**config.mk**
```make
export PLATFORM = sky130hd
export DESIGN_NAME = mem_access_seq_flat
export DESIGN_NICKNAME = d
export VERILOG_FILES = /design/src/rtl/mem_access_seq_if.sv /design/src/rtl/mem_access_seq.sv /design/src/flat_wrapper.sv
export SDC_FILE = /design/constraint.sdc
export NUM_CORES = 1
export LEC_CHECK = 0
export CAP_MARGIN = 20
export CORE_MARGIN = 4
export CORE_UTILIZATION = 46
export DETAILED_ROUTE_END_ITERATION = 10
export PLACE_DENSITY = 0.89
export SLEW_MARGIN = 10
export SYNTH_ARGS = -nofsm -noshare
export SYNTH_HDL_FRONTEND = slang
export SYNTH_SLANG_ARGS = --single-unit
```
**constraint.sdc**
```tcl
create_clock -name clk -period 3.6 [get_ports clk]
set_clock_uncertainty 0.2 [all_clocks]
set_input_delay 0.9 -clock clk [delete_from_list [all_inputs] [get_ports clk]]
set_output_delay 0.9 -clock clk [all_outputs]
set_load 0.02 [all_outputs]
```
**src/rtl/mem_access_seq_if.sv**
```systemverilog
// Bundle between the CPU control path, the load/store sequencer and Memoria.
// The slave modport is the sequencer's view; the master modport is the environment's (CPU + memory).
interface mem_access_seq_if;
  logic        req;
  logic [2:0]  op;
  logic [31:0] addr;
  logic [31:0] wdata;
  logic        busy;
  logic        done;
  logic [31:0] rdata;
  logic [31:0] mem_addr;
  logic        mem_wr;
  logic [31:0] mem_wdata;
  logic [31:0] mem_rdata;

  modport slave (
    input  req, op, addr, wdata, mem_rdata,
    output busy, done, rdata, mem_addr, mem_wr, mem_wdata
  );

  modport master (
    output req, op, addr, wdata, mem_rdata,
    input  busy, done, rdata, mem_addr, mem_wr, mem_wdata
  );
endinterface

```
**src/rtl/mem_access_seq.sv**
```systemverilog
// Multicycle load/store sequencer in front of Memoria: fixed read latency,
// read-modify-write for sub-word stores, sign/zero extension for sub-word loads.
module mem_access_seq #(
  parameter int MEM_LAT = 2
) (
  input  logic              clk,
  input  logic              reset,
  mem_access_seq_if.slave   bus
);

  typedef enum logic [1:0] {IDLE, RD_WAIT, WR, DONE} state_t;

  localparam logic [2:0] OP_LW  = 3'd0;
  localparam logic [2:0] OP_LH  = 3'd1;
  localparam logic [2:0] OP_LB  = 3'd2;
  localparam logic [2:0] OP_LHU = 3'd3;
  localparam logic [2:0] OP_LBU = 3'd4;
  localparam logic [2:0] OP_SW  = 3'd5;
  localparam logic [2:0] OP_SH  = 3'd6;
  localparam logic [2:0] OP_SB  = 3'd7;

  localparam logic [2:0] LAT_LAST = 3'(MEM_LAT - 1);

  state_t      state_reg, state_next;
  logic [2:0]  op_reg;
  logic [2:0]  lat_cnt_reg;
  logic [15:0] wdata_lo_reg;
  logic [31:0] rdata_reg;
  logic [31:0] mem_addr_reg;
  logic [31:0] mem_wdata_reg;
  logic        lat_last;
  logic        sub_store;

  assign lat_last  = (lat_cnt_reg == LAT_LAST);
  assign sub_store = (op_reg == OP_SH) || (op_reg == OP_SB);

  // Sub-word loads always take the low-order lanes of the returned word.
  function automatic logic [31:0] load_ext(input logic [2:0] op, input logic [31:0] w);
    case (op)
      OP_LH:   load_ext = {{16{w[15]}}, w[15:0]};
      OP_LHU:  load_ext = {16'h0000, w[15:0]};
      OP_LB:   load_ext = {{24{w[7]}}, w[7:0]};
      OP_LBU:  load_ext = {24'h000000, w[7:0]};
      default: load_ext = w;
    endcase
  endfunction

  always_ff @(posedge clk) begin
    if (reset) state_reg <= IDLE;
    else       state_reg <= state_next;
  end

  always_comb begin
    state_next = state_reg;
    case (state_reg)
      IDLE:    if (bus.req) state_next = (bus.op == OP_SW) ? WR : RD_WAIT;
      RD_WAIT: if (lat_last) state_next = sub_store ? WR : DONE;
      WR:      state_next = DONE;
      DONE:    state_next = IDLE;
      default: state_next = IDLE;
    endcase
  end

  always_comb begin
    bus.busy   = (state_reg != IDLE);
    bus.done   = (state_reg == DONE);
    bus.mem_wr = (state_reg == WR);
  end

  assign bus.rdata     = rdata_reg;
  assign bus.mem_addr  = mem_addr_reg;
  assign bus.mem_wdata = mem_wdata_reg;

  // Request fields are latched at acceptance so later input changes cannot disturb the operation.
  always_ff @(posedge clk) begin
    if (reset) begin
      op_reg        <= OP_LW;
      lat_cnt_reg   <= '0;
      wdata_lo_reg  <= '0;
      rdata_reg     <= '0;
      mem_addr_reg  <= '0;
      mem_wdata_reg <= '0;
    end else begin
      case (state_reg)
        IDLE: begin
          if (bus.req) begin
            op_reg       <= bus.op;
            wdata_lo_reg <= bus.wdata[15:0];
            mem_addr_reg <= bus.addr;
            lat_cnt_reg  <= '0;
            if (bus.op == OP_SW) mem_wdata_reg <= bus.wdata;
          end
        end
        RD_WAIT: begin
          if (lat_last) begin
            lat_cnt_reg <= '0;
            if (op_reg == OP_SH)
              mem_wdata_reg <= {bus.mem_rdata[31:16], wdata_lo_reg};
            else if (op_reg == OP_SB)
              mem_wdata_reg <= {bus.mem_rdata[31:8], wdata_lo_reg[7:0]};
            else
              rdata_reg <= load_ext(op_reg, bus.mem_rdata);
          end else begin
            lat_cnt_reg <= lat_cnt_reg + 3'd1;
          end
        end
        default: ;
      endcase
    end
  end

endmodule

```
**src/flat_wrapper.sv**
```systemverilog
// flat-port wrapper written by rule: the top's interface ports become plain ports
module mem_access_seq_flat 
#(
  parameter int MEM_LAT = 2
)
  (clk, reset, bus_req, bus_op, bus_addr, bus_wdata, bus_mem_rdata, bus_busy, bus_done, bus_rdata, bus_mem_addr, bus_mem_wr, bus_mem_wdata);
  mem_access_seq_if bus_i ();
  input  logic clk;
  input  logic reset;
  input wire logic [$bits(bus_i.req)-1:0] bus_req;
  input wire logic [$bits(bus_i.op)-1:0] bus_op;
  input wire logic [$bits(bus_i.addr)-1:0] bus_addr;
  input wire logic [$bits(bus_i.wdata)-1:0] bus_wdata;
  input wire logic [$bits(bus_i.mem_rdata)-1:0] bus_mem_rdata;
  output wire logic [$bits(bus_i.busy)-1:0] bus_busy;
  output wire logic [$bits(bus_i.done)-1:0] bus_done;
  output wire logic [$bits(bus_i.rdata)-1:0] bus_rdata;
  output wire logic [$bits(bus_i.mem_addr)-1:0] bus_mem_addr;
  output wire logic [$bits(bus_i.mem_wr)-1:0] bus_mem_wr;
  output wire logic [$bits(bus_i.mem_wdata)-1:0] bus_mem_wdata;
  assign bus_i.req = bus_req;
  assign bus_i.op = bus_op;
  assign bus_i.addr = bus_addr;
  assign bus_i.wdata = bus_wdata;
  assign bus_i.mem_rdata = bus_mem_rdata;
  assign bus_busy = bus_i.busy;
  assign bus_done = bus_i.done;
  assign bus_rdata = bus_i.rdata;
  assign bus_mem_addr = bus_i.mem_addr;
  assign bus_mem_wr = bus_i.mem_wr;
  assign bus_mem_wdata = bus_i.mem_wdata;
  mem_access_seq #(.MEM_LAT(MEM_LAT)) u_core (.clk(clk), .reset(reset), .bus(bus_i));
endmodule
```
==> impl_results.md, run 1 <==
- Min-Delay Path Depth: 2
- WL/cell: 17.0 um
- Post-CTS Setup Bufs: 0
- Die width: approximately 110 um
- Register-to-Register Path Depth: 7
- Hold path startpoint: u_core.bus.mem_addr[29]
- Power per cell area: 779 nW/um^2
- Clk slew on worst S/H paths: 0.06 ns
- Area Overhead vs Synth: 52.9%
- CTS sink cnt: 120
- Total count of hold-check failures in the final report: 0
- Clock share of power: between 20% and 30%
- Detailed Route WL: 15600 um
- Fmax: ~320 MHz
- Max cap viols: 0
- Final setup viols: 0
- Mapped cell area: between 4000 and 5000 um^2
- Critical Path Fanout Max: 9
- Setup TNS Final: 0 ns
- DRT Pass-1 Iters: 5
- Initial antenna violation count: 0
- Worst-Margin Slew: 0.966 ns
- I/O Buffers: 200
- Avg Inst Size Synth: roughly 8.4 um^2
- Mux share of post-synthesis cell area: under 10%
- Synth area leaders: dfxtp_1 (49%), nand2_1 (10%), a21oi_1 (9.7%)
- Worst vdd ir: roughly 0.00046 V
- Starting density of the core: a little under half
- Logic pwr share: 41.9%
- Number of global-route vias before repair: about 5k
- Post-Synth XOR/XNOR Area: less than 1%
- FFs w/ async S/R, synth: 0%
- CTS tree: yes
- Syn_nets: roughly 690
- Post-Place Cells: approximately 880
- Period utilization: 86.4%
- Yosys top cell area share: 48.8%
- Critical path type: reg -> out
- Worst Hold Path EP: u_core.bus.mem_addr[29]
- Final core utilization: 72.6%
- Crit path time final: around 3.1 ns
- Worst endpoint required time: 2.50 ns
- H-tree depth: 4
- Sw frac: 36.9%
- Area leader, netlist: dfxtp_1
- Rows: 37
- Num CTS Buffers: 17
- Die Ht: between 100 and 150 um
- Core area: 10400 um^2
- Worst Hold Class: reg -> reg
- Cts repair resizes: 0
- Distinct cells, synth: 31
- GPL Wtd Cong: 0.934
- Worst R2R Setup Slack: roughly 0.58 ns
- Residual DRC: 0
- ANT nets after route: 0
- N_diodes: 0
- Gr usage total: approximately a quarter
- P_int: about 3700 uW
- Number of synthesized register bits: 120
- Final hold slack: about 0.25 ns
- GRT overflow: 0
- Worst r2r src: u_core.state_reg[1]
- Max clock buf depth: 2
- DP HPWL: ~11000 um
- Primary FF master, synth: dfxtp_1
- Post-Synth Simple-Gate Area: a little under a fifth
- Static Leakage: roughly 0.0027 uW
- Fraction of layout cells with a size suffix above 1: around 6.3%
- Crit. End Element: primary output
- First-pass GRT wire length: approximately 25000 um
- RSZ-0062 raised after global routing: no
- Vias/cell: between 5 and 6
- Pin count of the biggest net entering global routing: 83
- Non-Filler Instances: 914
- Vias: a little under 5k
- Number of flops mapped to enable cells by yosys: 0
- Final layout net count: between 800 and 900
- Setup crit start kind: flip-flop
- 1st-iter DRT viols: roughly 340
- Status: complete, no violations
- Yosys warnings: 0
- Slew Limit Fails: 0
- NetSw: between 2000 and 2500 uW
- Num ports: 201
- Worst skew pair latency: ~0.5 ns
- CP arrival: between 2 and 2.5 ns
- Die ar.: between 10000 and 15000 um^2
- Hold-fix buffers, CTS: 0
- Synth Instances: between 500 and 600
- Largest family of logic cells by synthesized area: simple AND/OR/NAND/NOR gates
- Sequential power share: approximately 31%
- FF-to-FF End: u_core.bus.mem_wdata[14]
- Adder-Cell Fraction of Synth Area: 1.02%
- Compound-Gate Fraction of Synth Area: between 10% and 20%
- CTS Root Cell: clkbuf_8
- Rel. slew slack: a little over a third
- Register area share after synthesis: between 40% and 50%
## power groups by stage
stage	clock network (uW)	registers [uW]	logic [uW]
finish	1580	1830	2460
floorplan	0	2110	1240
global route	1670	1870	2650
CTS	1610	1830	2450
detailed placement	0	1850	2440
global placement	0	1840	2370
## final cells by class
| type | instances | area, um^2 |
|---|---|---|
| fillers | 765 | 2840 |
| flip-flops and latches | 120 | 2400 |
| multi-input cells | 414 | 2290 |
| repair buffers | 211 | 2090 |
| clock buffers | 23 | 497 |
| well taps | 136 | 170 |
| clock inverters | 7 | 67.6 |
| inverters | 3 | 11.3 |
## cells by family (layout without fill, tap and decap cells)
group,after synthesis,count (layout)
adder cells (fa/ha/maj),4,4
XOR/XNOR,4,4
AO/OA/AOI/OAI,150,150
buffers and inverters,54,244
AND/OR/NAND/NOR,222,222
multiplexers,34,34
flip-flops,120,120
## worst max-delay path, cell delays in order (launching register included)
cell and delay [ns]:
dfxtp_1 0.38, inv_1 0.10, ha_1 0.32, inv_1 0.09
clkdlybuf4s50_1 0.62
## cell usage in the layout, fill, tap and decap left out, types with 7 or more instances in the layout
cell             instances
nor3_1                  26
buf_4                   11
clkdlybuf4s50_1        199
a311o_1                  8
clkbuf_16               16
nand2_1                137
nand2b_1                 9
mux2i_1                 33
dfxtp_1                120
nor2_1                  36
clkbuf_8                 7
a211oi_1                41
a21oi_1                 95
## how the worst max path moves through the flow
stage / start / end / slack [ns] / cells after the start
2_1_floorplan: bus_req / u_core.bus.mem_wdata[0] / 1.39 / 6
6_report: u_core.state_reg[0] / bus_busy / 0.49 / 4
3_3_place_gp: bus_req / u_core.bus.mem_wdata[10] / 0.34 / 6
5_1_grt: u_core.state_reg[0] / bus_busy / 0.36 / 4
3_5_place_dp: bus_req / u_core.bus.mem_wdata[14] / 0.20 / 6
4_1_cts: u_core.state_reg[0] / bus_busy / 0.46 / 4
## synth_stat cells, drive strengths merged, types with 8 or more instances
cell type and n:
a211oi 41, a21oi 96, a311o 8, buf 21
clkbuf 30, dfxtp 120, mux2i 33, nand2 137
nand2b 9, nor2 36, nor3 26
## through the flow
step	total power (uW)	setup slack, ns	area [um^2]
finish	5870	0.489	7530
global route	6190	0.358	7530
CTS	5890	0.460	7520
detailed placement	4290	0.196	6960
global placement	4200	0.340	6960
floorplan	3350	1.39	4920
## metal layers
layer / vias up / wire, um / global-route usage (%)
met5: - / 0 / 0
met1: 2320 / 6060 / 27.3
met4: 0 / 398 / 9.73
met3: 32 / 1490 / 9.73
li1: 2371 / - / -
met2: 228 / 7620 / 41.9
Power figures use the tool's default switching activity.
==> run 2: changes to the inputs <==
SKIP_CTS_REPAIR_TIMING = 1   (was not set)
==> results of run 2 <==
The final DEF is identical to that of run 1; final timing and power are the same.
==> run 3: changes to the inputs <==
MAX_ROUTING_LAYER = met4   (was not set)
==> impl_results.md, run 3 (same netlist as run 1, synthesis figures left out) <==
- Status: complete, no violations
- Die Ht: 111 um (unchanged)
- Total count of hold-check failures in the final report: 0 (unchanged)
- Number of global-route vias before repair: 4997 (+0.32%)
- Final layout net count: 873 (unchanged)
- Most common cell after layout, fill and taps aside: clkdlybuf4s50_1
- Static Leakage: 0.00270 uW (unchanged)
- H-tree depth: 4 (unchanged)
- Final core utilization: 72.6% (unchanged)
- Commonest non-fill, non-tap cells in the layout: clkdlybuf4s50_1 (199), nand2_1 (137), dfxtp_1 (120), a21oi_1 (95), a211oi_1 (41)
- Slew Limit Fails: 0 (unchanged)
- Rel. slew slack: 37.2% (+1.6 points)
- Worst skew pair latency: 0.50 ns (about the same)
- 1st-iter DRT viols: 319 (-5.3%)
- Num CTS Buffers: 17 (unchanged)
- Crit path time final: 3.11 ns (+0.00425 ns)
- Critical Path Fanout Max: 9 (unchanged)
- Clk slew on worst S/H paths: 0.06 ns (about the same)
- Period utilization: 86.5% (+0.12 points)
- Most common cell on crit path: inv_1
- Starting density of the core: 47.5% (unchanged)
- Gr usage total: 25.2% (+0.72 points)
- ANT nets after route: 0 (unchanged)
- CTS Root Cell: clkbuf_8
- First-pass GRT wire length: 24700 um (-0.31%)
- Worst-Margin Slew: 0.942 ns (-0.0238 ns)
- Final setup viols: 0 (unchanged)
- Setup TNS Final: 0 ns (unchanged)
- Worst Hold Class: reg -> reg
- GPL Wtd Cong: 0.951 (+1.8%)
- Vias: 5004 (+1.1%)
- Fmax: 321 MHz (-0.14%)
- N_diodes: 0 (unchanged)
- GRT overflow: 0 (unchanged)
- Vias/cell: 5.47 (+1.1%)
- Power per cell area: 779 nW/um^2 (about the same)
- Slowest CP cell: clkdlybuf4s50_1
- CTS sink cnt: 120 (unchanged)
- DP HPWL: 11200 um (unchanged)
- Pin count of the biggest net entering global routing: 83 (unchanged)
- Max cap viols: 0 (unchanged)
- Max clock buf depth: 2 (unchanged)
- Detailed Route WL: 15600 um (-0.12%)
- Rows: 37 (unchanged)
- Post-route setup slack: 0.485 ns (-0.00425 ns)
- Fraction of layout cells with a size suffix above 1: 6.30% (unchanged)
- I/O Buffers: 200 (unchanged)
- Worst path max stage delay: 0.62 ns (about the same)
- Setup crit start kind: flip-flop
- Num ports: 201 (unchanged)
- Core area: 10400 um^2 (unchanged)
- Worst vdd ir: 0.000464 V (+0.44%)
- Residual DRC: 0 (unchanged)
- Die width: 111 um (unchanged)
- Critical path type: reg -> out
- CTS tree: yes
- Initial antenna violation count: 0 (unchanged)
- Area Overhead vs Synth: 52.9% (unchanged)
- Die ar.: 12400 um^2 (unchanged)
- CP arrival: 2.01 ns (about the same)
- RSZ-0062 raised after global routing: no
- WL/cell: 17.0 um (-0.12%)
- Cell Chain, Critical Path: inv_1 -> ha_1 -> inv_1 -> clkdlybuf4s50_1
- Pre-CTS setup slack: 0.196 ns (unchanged)
- Worst endpoint required time: 2.50 ns (about the same)
- DRT Pass-1 Iters: 5 (unchanged)
- Crit. End Element: primary output
[run 3: cell counts in the layout (fill, tap and decap cells not counted)]
Identical to the previous run, type by type.
[run 3: where the power goes]
| group | leakage, uW | internal, uW | total [uW] | switching [uW] |
|---|---|---|---|---|
| combinational | 0.00145 | 1050 | 2450 | 1400 |
| clock | 0.000274 | 1010 | 1580 | 569 |
| sequential | 0.000979 | 1640 | 1830 | 195 |
[run 3: final timing paths]
path	slack (ns)	from	cells past startpoint	to
worst max register to register	0.61	u_core.state_reg[1]	7	u_core.bus.mem_wdata[14]
worst min-delay path	0.25	u_core.bus.mem_addr[29]	2	u_core.bus.mem_addr[29]
worst min register to register	0.25	u_core.bus.mem_addr[29]	2	u_core.bus.mem_addr[29]
worst max-delay path	0.49	u_core.state_reg[0]	4	bus_busy
[run 3: layout make-up]
type | instances | area (um^2)
repair buffers | 211 | 2090
well taps | 136 | 170
fillers | 765 | 2840
flip-flops and latches | 120 | 2400
inverters | 3 | 11.3
clock buffers | 23 | 497
multi-input cells | 414 | 2290
clock inverters | 7 | 67.6
[run 3: layer usage]
layer / vias to the layer above / GRT usage [%] / routed length [um]
met3: 26 / 7.17 / 1260
met2: 249 / 41.7 / 7670
met1: 2359 / 28.8 / 6270
met4: 0 / 10.2 / 354
li1: 2370 / - / -
met5: - / - / 0
[run 3: through the flow]
step | total power [uW] | cell area [um^2] | instances | hold slack (ns)
after detailed placement | 4290 | 6960 | 883 | 0.246
after global routing | 6180 | 7530 | 914 | 0.273
after CTS | 5890 | 7520 | 913 | 0.254
after floorplan | 3350 | 4920 | 588 | 0.236
final | 5870 | 7530 | 914 | 0.253
after global placement | 4200 | 6960 | 883 | 0.241
[run 3: critical path: cells and delay by family, from the launching register on]
family	cells	cell delay (ns)
buffers and inverters	3	0.81
adder cells (fa/ha/maj)	1	0.32
flip-flops	1	0.39
